### config.mk
export PLATFORM = sky130hd
export DESIGN_NAME = host_comm
export DESIGN_NICKNAME = d
export VERILOG_FILES = /design/src/rtl/host_comm.sv
export SDC_FILE = /design/constraint.sdc
export NUM_CORES = 1
export LEC_CHECK = 0
export BUFFER_PORTS_ARGS = -buffer_cell sky130_fd_sc_hd__clkbuf_2
export CORE_MARGIN = 3
export CORE_UTILIZATION = 45
export CTS_CLUSTER_DIAMETER = 120
export DETAILED_ROUTE_END_ITERATION = 8
export HOLD_SLACK_MARGIN = 0.1
export PLACE_DENSITY = 0.68
export SYNTH_ARGS = -nofsm -noshare
export SYNTH_HDL_FRONTEND = slang
export SYNTH_SLANG_ARGS = --single-unit
### constraint.sdc
create_clock -name clk -period 2.6 [get_ports clk]
set_clock_uncertainty 0.1 [all_clocks]
set_input_delay 0.13 -clock clk [delete_from_list [all_inputs] [get_ports clk]]
set_output_delay 0.13 -clock clk [all_outputs]
set_load 0.01 [all_outputs]
### src/rtl/host_comm.sv
// host_comm
// ---------
// Host-side end of the logic analyzer's command link. A two-byte command
// sequencer feeds an 8N1 transmitter that serializes a 16-bit command
// (high byte first) onto TX. An independent 8N1 receiver deserializes
// response bytes arriving on RX. Transmitter and receiver run concurrently.
//
// Parameters:
//   BAUD_DIV      clk cycles per UART bit (16..4095)
// Ports:
//   clk           system clock, rising edge
//   rst           synchronous active-high reset
//   cmd           16-bit command, sent as cmd[15:8] then cmd[7:0]
//   snd_cmd       one-cycle send request, honoured only while idle
//   cmd_cmplt     set when both bytes have left the line, held until next send
//   TX            serial out, idles high
//   RX            asynchronous serial in
//   resp          last correctly framed response byte
//   resp_rdy      resp holds a new byte
//   clr_resp_rdy  one-cycle clear of resp_rdy
module host_comm #(
  parameter int BAUD_DIV = 108
) (
  input  logic        clk,
  input  logic        rst,
  input  logic [15:0] cmd,
  input  logic        snd_cmd,
  output logic        cmd_cmplt,
  output logic        TX,
  input  logic        RX,
  output logic [7:0]  resp,
  output logic        resp_rdy,
  input  logic        clr_resp_rdy
);

  typedef enum logic [1:0] {TX_IDLE, TX_HIGH, TX_LOW} tx_state_t;
  typedef enum logic {RX_IDLE, RX_RECV} rx_state_t;

  localparam logic [11:0] BAUD_LAST = 12'(BAUD_DIV - 1);
  localparam logic [11:0] HALF_LAST = 12'(BAUD_DIV / 2 - 1);

  // ---------------- transmitter ----------------
  tx_state_t   tx_state, tx_next;
  logic [15:0] cmd_hold;
  logic [9:0]  tx_shift;
  logic [11:0] tx_baud;
  logic [3:0]  tx_bit;
  logic        tx_start;
  logic        accept;
  logic        stop_end;

  assign accept   = (tx_state == TX_IDLE) && snd_cmd;
  // tx_start marks the single cycle between acceptance and the start bit,
  // so the start bit appears one edge after snd_cmd is sampled.
  assign stop_end = !tx_start && (tx_baud == 12'd0) && (tx_bit == 4'd9);
  assign TX       = tx_shift[0];

  always_ff @(posedge clk) begin
    if (rst) tx_state <= TX_IDLE;
    else     tx_state <= tx_next;
  end

  always_comb begin
    tx_next = tx_state;
    case (tx_state)
      TX_IDLE: if (snd_cmd)  tx_next = TX_HIGH;
      TX_HIGH: if (stop_end) tx_next = TX_LOW;
      TX_LOW:  if (stop_end) tx_next = TX_IDLE;
      default: tx_next = TX_IDLE;
    endcase
  end

  always_ff @(posedge clk) begin
    if (rst) begin
      cmd_hold  <= 16'h0000;
      tx_shift  <= '1;
      tx_baud   <= 12'd0;
      tx_bit    <= 4'd0;
      tx_start  <= 1'b0;
      cmd_cmplt <= 1'b0;
    end else if (accept) begin
      cmd_hold  <= cmd;
      tx_start  <= 1'b1;
      tx_baud   <= 12'd0;
      tx_bit    <= 4'd0;
      cmd_cmplt <= 1'b0;
    end else if (tx_state != TX_IDLE) begin
      if (tx_start) begin
        tx_shift <= {1'b1, cmd_hold[15:8], 1'b0};
        tx_baud  <= BAUD_LAST;
        tx_bit   <= 4'd0;
        tx_start <= 1'b0;
      end else if (tx_baud != 12'd0) begin
        tx_baud <= tx_baud - 12'd1;
      end else if (tx_bit != 4'd9) begin
        tx_shift <= {1'b1, tx_shift[9:1]};
        tx_bit   <= tx_bit + 4'd1;
        tx_baud  <= BAUD_LAST;
      end else if (tx_state == TX_HIGH) begin
        // second frame starts on the same edge the first stop bit ends
        tx_shift <= {1'b1, cmd_hold[7:0], 1'b0};
        tx_bit   <= 4'd0;
        tx_baud  <= BAUD_LAST;
      end else begin
        tx_shift  <= '1;
        cmd_cmplt <= 1'b1;
      end
    end
  end

  // ---------------- receiver ----------------
  rx_state_t   rx_state, rx_next;
  logic        rx_meta, rx_sync;
  logic [11:0] rx_baud;
  logic [3:0]  rx_bit;
  logic [7:0]  rx_shift;
  logic        sample;
  logic        byte_done;

  assign sample    = (rx_state == RX_RECV) && (rx_baud == 12'd0);
  assign byte_done = sample && (rx_bit == 4'd9) && rx_sync;

  always_ff @(posedge clk) begin
    if (rst) rx_state <= RX_IDLE;
    else     rx_state <= rx_next;
  end

  always_comb begin
    rx_next = rx_state;
    case (rx_state)
      RX_IDLE: if (!rx_sync) rx_next = RX_RECV;
      // leave on a start bit that reads high mid-bit (glitch) or at the stop sample
      RX_RECV: if (sample && (((rx_bit == 4'd0) && rx_sync) || (rx_bit == 4'd9)))
                 rx_next = RX_IDLE;
      default: rx_next = RX_IDLE;
    endcase
  end

  always_ff @(posedge clk) begin
    if (rst) begin
      rx_meta  <= 1'b1;
      rx_sync  <= 1'b1;
      rx_baud  <= 12'd0;
      rx_bit   <= 4'd0;
      rx_shift <= 8'h00;
      resp     <= 8'h00;
      resp_rdy <= 1'b0;
    end else begin
      rx_meta <= RX;
      rx_sync <= rx_meta;
      if (rx_state == RX_IDLE) begin
        rx_baud <= HALF_LAST;
        rx_bit  <= 4'd0;
      end else if (rx_baud != 12'd0) begin
        rx_baud <= rx_baud - 12'd1;
      end else begin
        rx_baud <= BAUD_LAST;
        rx_bit  <= rx_bit + 4'd1;
        if ((rx_bit != 4'd0) && (rx_bit != 4'd9))
          rx_shift <= {rx_sync, rx_shift[7:1]};
      end
      if (byte_done) resp <= rx_shift;
      // a completing byte takes priority over any clear in the same cycle
      if (byte_done)                   resp_rdy <= 1'b1;
      else if (clr_resp_rdy || accept) resp_rdy <= 1'b0;
    end
  end

endmodule

**Yosys cells after proc, flatten, opt, wreduce, memory -nomap -nowiden**

Cells that the tools add are included.

- Add/subtract/negate cells: 4
- Equality and inequality tests: 10
- Mux-type cells: 25
- Bitwise gates (word level): 7
- Reductions and logical operators: 33

Operators with widths:

| operator | number |
|---|---|
| two-way mux 12 bit | 4 |
| zero test 12 bit | 2 |
| nonzero test 12 bit | 2 |
| subtractor 12 x 1 -> 12 bit (second input constant) | 2 |
| two-way mux 10 bit | 2 |
| two-way mux 9 bit | 2 |
| two-way mux 4 bit | 4 |
| AND reduction 3 bit | 4 |
| logical AND 1 bit | 9 |
| adder 4 x 1 -> 4 bit (second input constant) | 2 |
| == test 4 bit (second input constant) | 2 |
| != test 2 bit (second input constant) | 4 |
| != test 4 bit (second input constant) | 2 |
| nonzero test 4 bit | 2 |
| two-way mux 7 bit | 1 |
| inverter 1 bit | 7 |
| two-way mux 1 bit | 6 |
| two-way mux 2 bit | 3 |
| two-way mux 6 bit | 1 |
| case mux 2 bit (3 select lines) | 1 |
| nonzero test 2 bit | 3 |
| AND reduction 5 bit | 1 |
| zero test 4 bit | 1 |
| OR reduction 2 bit | 2 |
| other kinds (9) | 10 |

- Register bits: 82
- Bits of input ports: 21
- Output and inout bits: 11
- Word-level logic and storage cells: 96

**Depth between registers and ports, before layout**

- Word-level depth: 6
- Mapped depth: 9
- Depth with buffers taken out: 7

**Worst setup path after synthesis**

OpenSTA, ideal clock, no wires.

- Kind: register -> register
- Start: register tx_baud[0]
- End: register tx_shift[8]
- Setup time: 0.120 ns
- Data arrival time: 1.863 ns
- Required time: 2.380 ns
- Slack: 0.518 ns
- Cell stages (with the launch flop): 10
- Path buffers: 2
- Period minus slack after synthesis: 2.082 ns
- Cells stage by stage: dfxtp_1 -> inv_1 -> ha_1 -> nor2b_1 -> and4_1 -> buf_2 -> o22ai_1 -> clkbuf_1 -> a221oi_1 -> a211o_1

- Cells in the longest elaborated chain, start to end: 3

RTL lines:

| item | RTL line | text |
|---|---|---|
| start: declaration | 46 | `logic [11:0] tx_baud;` |
| start signal: assignment | 94 | `tx_baud <= tx_baud - 12'd1;` |
| nonzero test 12 bit | 93 | `end else if (tx_baud != 12'd0) begin` |
| != test 2 bit (no line) | - |  |
| AND reduction 3 bit (no line) | - |  |
| end signal: assignment | 89 | `tx_shift <= {1'b1, cmd_hold[15:8], 1'b0};` |
| end signal: assignment | 96 | `tx_shift <= {1'b1, tx_shift[9:1]};` |
| end signal: assignment | 101 | `tx_shift <= {1'b1, cmd_hold[7:0], 1'b0};` |
| end: declaration | 45 | `logic [9:0] tx_shift;` |

No other way between the ends.
A chain may end at the register's enable or synchronous reset.

**Worst setup path after layout**

- Start: register tx_baud[4]
- End: register tx_bit[0]

- Cells in the longest elaborated chain, start to end: 3

RTL lines:

| item | RTL line | text |
|---|---|---|
| nonzero test 12 bit | 93 |  |
| != test 2 bit (no line) | - |  |
| AND reduction 3 bit (no line) | - |  |
| end signal: assignment | 97 | `tx_bit <= tx_bit + 4'd1;` |
| end: declaration | 47 | `logic [3:0] tx_bit;` |

No other way between the ends.

==> results.toml <==
[placement]
portBuffers = 31
finalWeightedCongestion = 0.898
dpl.hpwl_um = 5240
postPlaceCellArea_um2 = 3830

[floorplanning]
die_w_um = 95.1
starting_density = 0.478
core.rowCount = 31
top_level_ports = 32
fp.dieArea_um2 = 9050
design.core.area_um2 = 7490
floorplan.die.height_um = 95.1

[setup_path]
cp_cell_sequence = "nor4_2 -> and4_1 -> o22ai_1 -> buf_4 -> o21ai_1 -> o21ai_0"
critical_path_peak_fanout = 13
crit_path_start = "tx_baud[4]"
number_of_cells_on_the_worst_reg_to_reg_path = 6
critPathBufInv = 1
timing.critical_path.from_type = "register"
path_class = "reg -> reg"
setup.worst_path.end = "tx_bit[0]"
critical-path-top-delay-family = "simple AND/OR/NAND/NOR gates"
critical_path.endpoint_type = "register"
rrSetupSlack_ps = 300
cp.depth = 6
crit_required_ps = 2720
critical_path_arrival_ps = 2420
critical_path.slowest_cell = "nor4_2"
critPathMaxStageDelay_ps = 490
crit_reg_reg_startpoint = "tx_baud[4]"
worstReg2RegEnd = "tx_bit[0]"

[final_layout]
post-route-util = 0.565
antenna-diode-count = 0
layout-area-overhead-vs-synth_pct = 18.3
num-fill-cells = 689
nNetsFinal = 491
post_route_cells_drive_above_1_share = 0.139
fin_area_um2 = 4230

[timing]
number_of_pins_with_negative_max_slew_slack_in_the_final_report = 0
final.period_utilization = 0.883
pin_slew_with_the_least_headroom_to_its_limit_ps = 669
timing.final.hold_violations = 0
max_clock_freq_mhz = 435
period_needed_ps = 2300
maxSlewHeadroom = 0.552
setup_repair_after_global_routing_missed_its_margin = "no"
tns_ps = 0
setup_violations = 0

[route]
route.detailed.vias_per_inst = 5.31
drc = 0
drt-total-wl_um = 7590
detailedRoute.firstIterationViolations = 127
firstDrtPassIters = 4
wl_per_cell_um = 13.4
vias = 2999
drt.antenna.violating_nets = 0

[synthesis]
netlist_instances = 412
synth_compound_area_frac = 0.151
synth_enable_flop_cells = 0
number_of_distinct_library_cells_after_synthesis = 47
seq_area_frac_synth = 0.454
syn-mean-instance-area_um2 = 8.68
dominant_combinational_cell_family_by_area_after_synthesis = "simple AND/OR/NAND/NOR gates"
synthAdderAreaFrac = 0.0315
post_synth_xor_area_fraction = 0.0441
netlist_area_um2 = 3570
synth_fp_nets = 442
synthMuxAreaShare = 0.0560
synth.ff_latch_count = 81
synth-main-ff-cell = "dfxtp_1"
synth_simple_gate_area_frac = 0.229
synthesis.yosys.warnings = 0
ys_async_sr_fraction = 0

[cts]
clockRootBuffer = "clkbuf_8"
cts.path.max_buffers = 2
clk_pin_slew_ps = 90
cts_hold_buf = 19
cts.sink_count = 81
cts-htree-levels = 3
clkLatencyLatePin_ps = 360
cts_inserted_buffers = 9
tritoncts_clock_tree = "done"
post_cts.repair.setup_buffers = 0
post_cts_resize_count = 0

[global_route]
largest_net_degree_at_the_start_of_global_routing = 29
gr-max-usage-layer = "met2"
grt_use_met2 = 0.322
grt_first_pass_wirelength_um = 13400
grt_pass1_vias = 3007
met3_usage = 0.0481
grtUsageTotal = 0.185
globalRoute.totalOverflow = 0
grt_util_met1 = 0.220
antenna_found_initial = 0

[pwr]
p_leak_nw = 1.73
max_ir_drop_vdd_uv = 323
power_density_nw_per_um2 = 644

[status]
result_of_the_run = "complete, no violations"

[min_path]
min-delay-path-class = "in -> reg"
worst_hold_startpoint = "rst"

[flow_run]
timing.max_cap.violations = 0
==> cells in the final DEF, fill, tap and decap left out, types with 7 or more instances in the layout <==
| master | count |
|---|---|
| dfxtp_1 | 81 |
| nand2_1 | 53 |
| nor2_1 | 50 |
| a21oi_1 | 43 |
| clkbuf_2 | 31 |
| mux2i_1 | 20 |
| dlygate4sd3_1 | 19 |
| xor2_1 | 11 |
| o21ai_0 | 11 |
| inv_1 | 10 |
| nor3_1 | 10 |
| or3_1 | 9 |
| o211ai_1 | 9 |
| a211o_1 | 9 |
| ha_1 | 9 |
| clkbuf_8 | 9 |
| buf_4 | 8 |
| xnor2_1 | 7 |
==> power breakdown <==
part | internal (mW) | leakage (nW) | switching (mW)
clock | 0.464 | 0.107 | 0.492
combinational | 0.179 | 0.961 | 0.226
sequential | 1.31 | 0.660 | 0.0567
==> worst reg2reg max path, stage by stage (launching register included) <==
cell	delay, ps
dfxtp_1	370
nor4_2	490
and4_1	300
o22ai_1	110
buf_4	210
o21ai_1	450
o21ai_0	140
==> cell families (layout without fill, tap and decap cells) <==
group,Yosys count,in the layout
simple gates,167,167
compound gates,86,86
flops,81,81
buf+inv,31,85
mux,20,20
xor+xnor,18,18
fa+ha+maj,9,9
==> per-layer routing <==
| metal | share of wire | up-vias | wire (µm) |
|---|---|---|---|
| li1 | - | 1530 | - |
| met4 | 0.016 | 0 | 121 |
| met2 | 0.51 | 53 | 3870 |
| met1 | 0.44 | 1406 | 3320 |
| met5 | 0 | - | 0 |
| met3 | 0.036 | 10 | 274 |
==> layout make-up <==
cell class,count,area [µm²],share of cell area
clock buffers,9,124,0.0293
inverters,11,41.3,0.00976
well taps,99,124,0.0293
flip-flops and latches,81,1620,0.383
repair buffers,58,405,0.0959
clock inverters,7,85.1,0.0201
multi-input cells,300,1830,0.432
==> how the worst min path moves through the flow <==
stage | end | depth (start not counted)
after global placement | rx_meta | 2
after global routing | rx_shift[7] | 2
after detailed placement | rx_meta | 2
final | rx_shift[4] | 2
after CTS | resp[4] | 2
after floorplan | rx_meta | 1
==> Yosys cell counts (2+ instances only) <==
cell      number  area (µm²)
o211ai_1       9        67.6
a31oi_1        2        12.5
o21ai_0       11        55.1
a21oi_1       43         215
inv_1         10        37.5
nand2b_1       5        31.3
or3_1          9        56.3
nor3_1        10        50.1
or2_2          4        25.0
nand4_1        4        25.0
nor2_1        50         188
nand3b_1       4        30.0
a311oi_1       4        35.0
xnor2_1        7        61.3
nor2b_1        5        31.3
and2_1         3        18.8
o31ai_1        2        15.0
nand3_1        3        15.0
dfxtp_1       81        1620
ha_1           9         113
nor4_1         5        31.3
or4_1          2        15.0
nand2_1       53         199
mux2i_1       20         200
a211o_1        9        78.8
clkbuf_1      17        63.8
xor2_1        11        96.3
==> per-stage QoR <==
stage	hold slack [ps]	total power [mW]	worst slack (ps)	std cells
final	221	2.72	303	565
after global routing	247	2.86	85.2	565
after CTS	195	2.75	310	565
after detailed placement	232	1.76	385	530
after global placement	215	1.76	476	530
after floorplan	134	1.66	518	412
==> registers in the layout (all words and copies together), names as in the netlist, 2 cells and up <==
name      flops
cmd_hold     16
rx_baud      12
tx_baud      12
tx_shift      9
resp          8
rx_shift      8
rx_bit        4
tx_bit        4
tx_state      2
(Power assumes the default switching activity.)
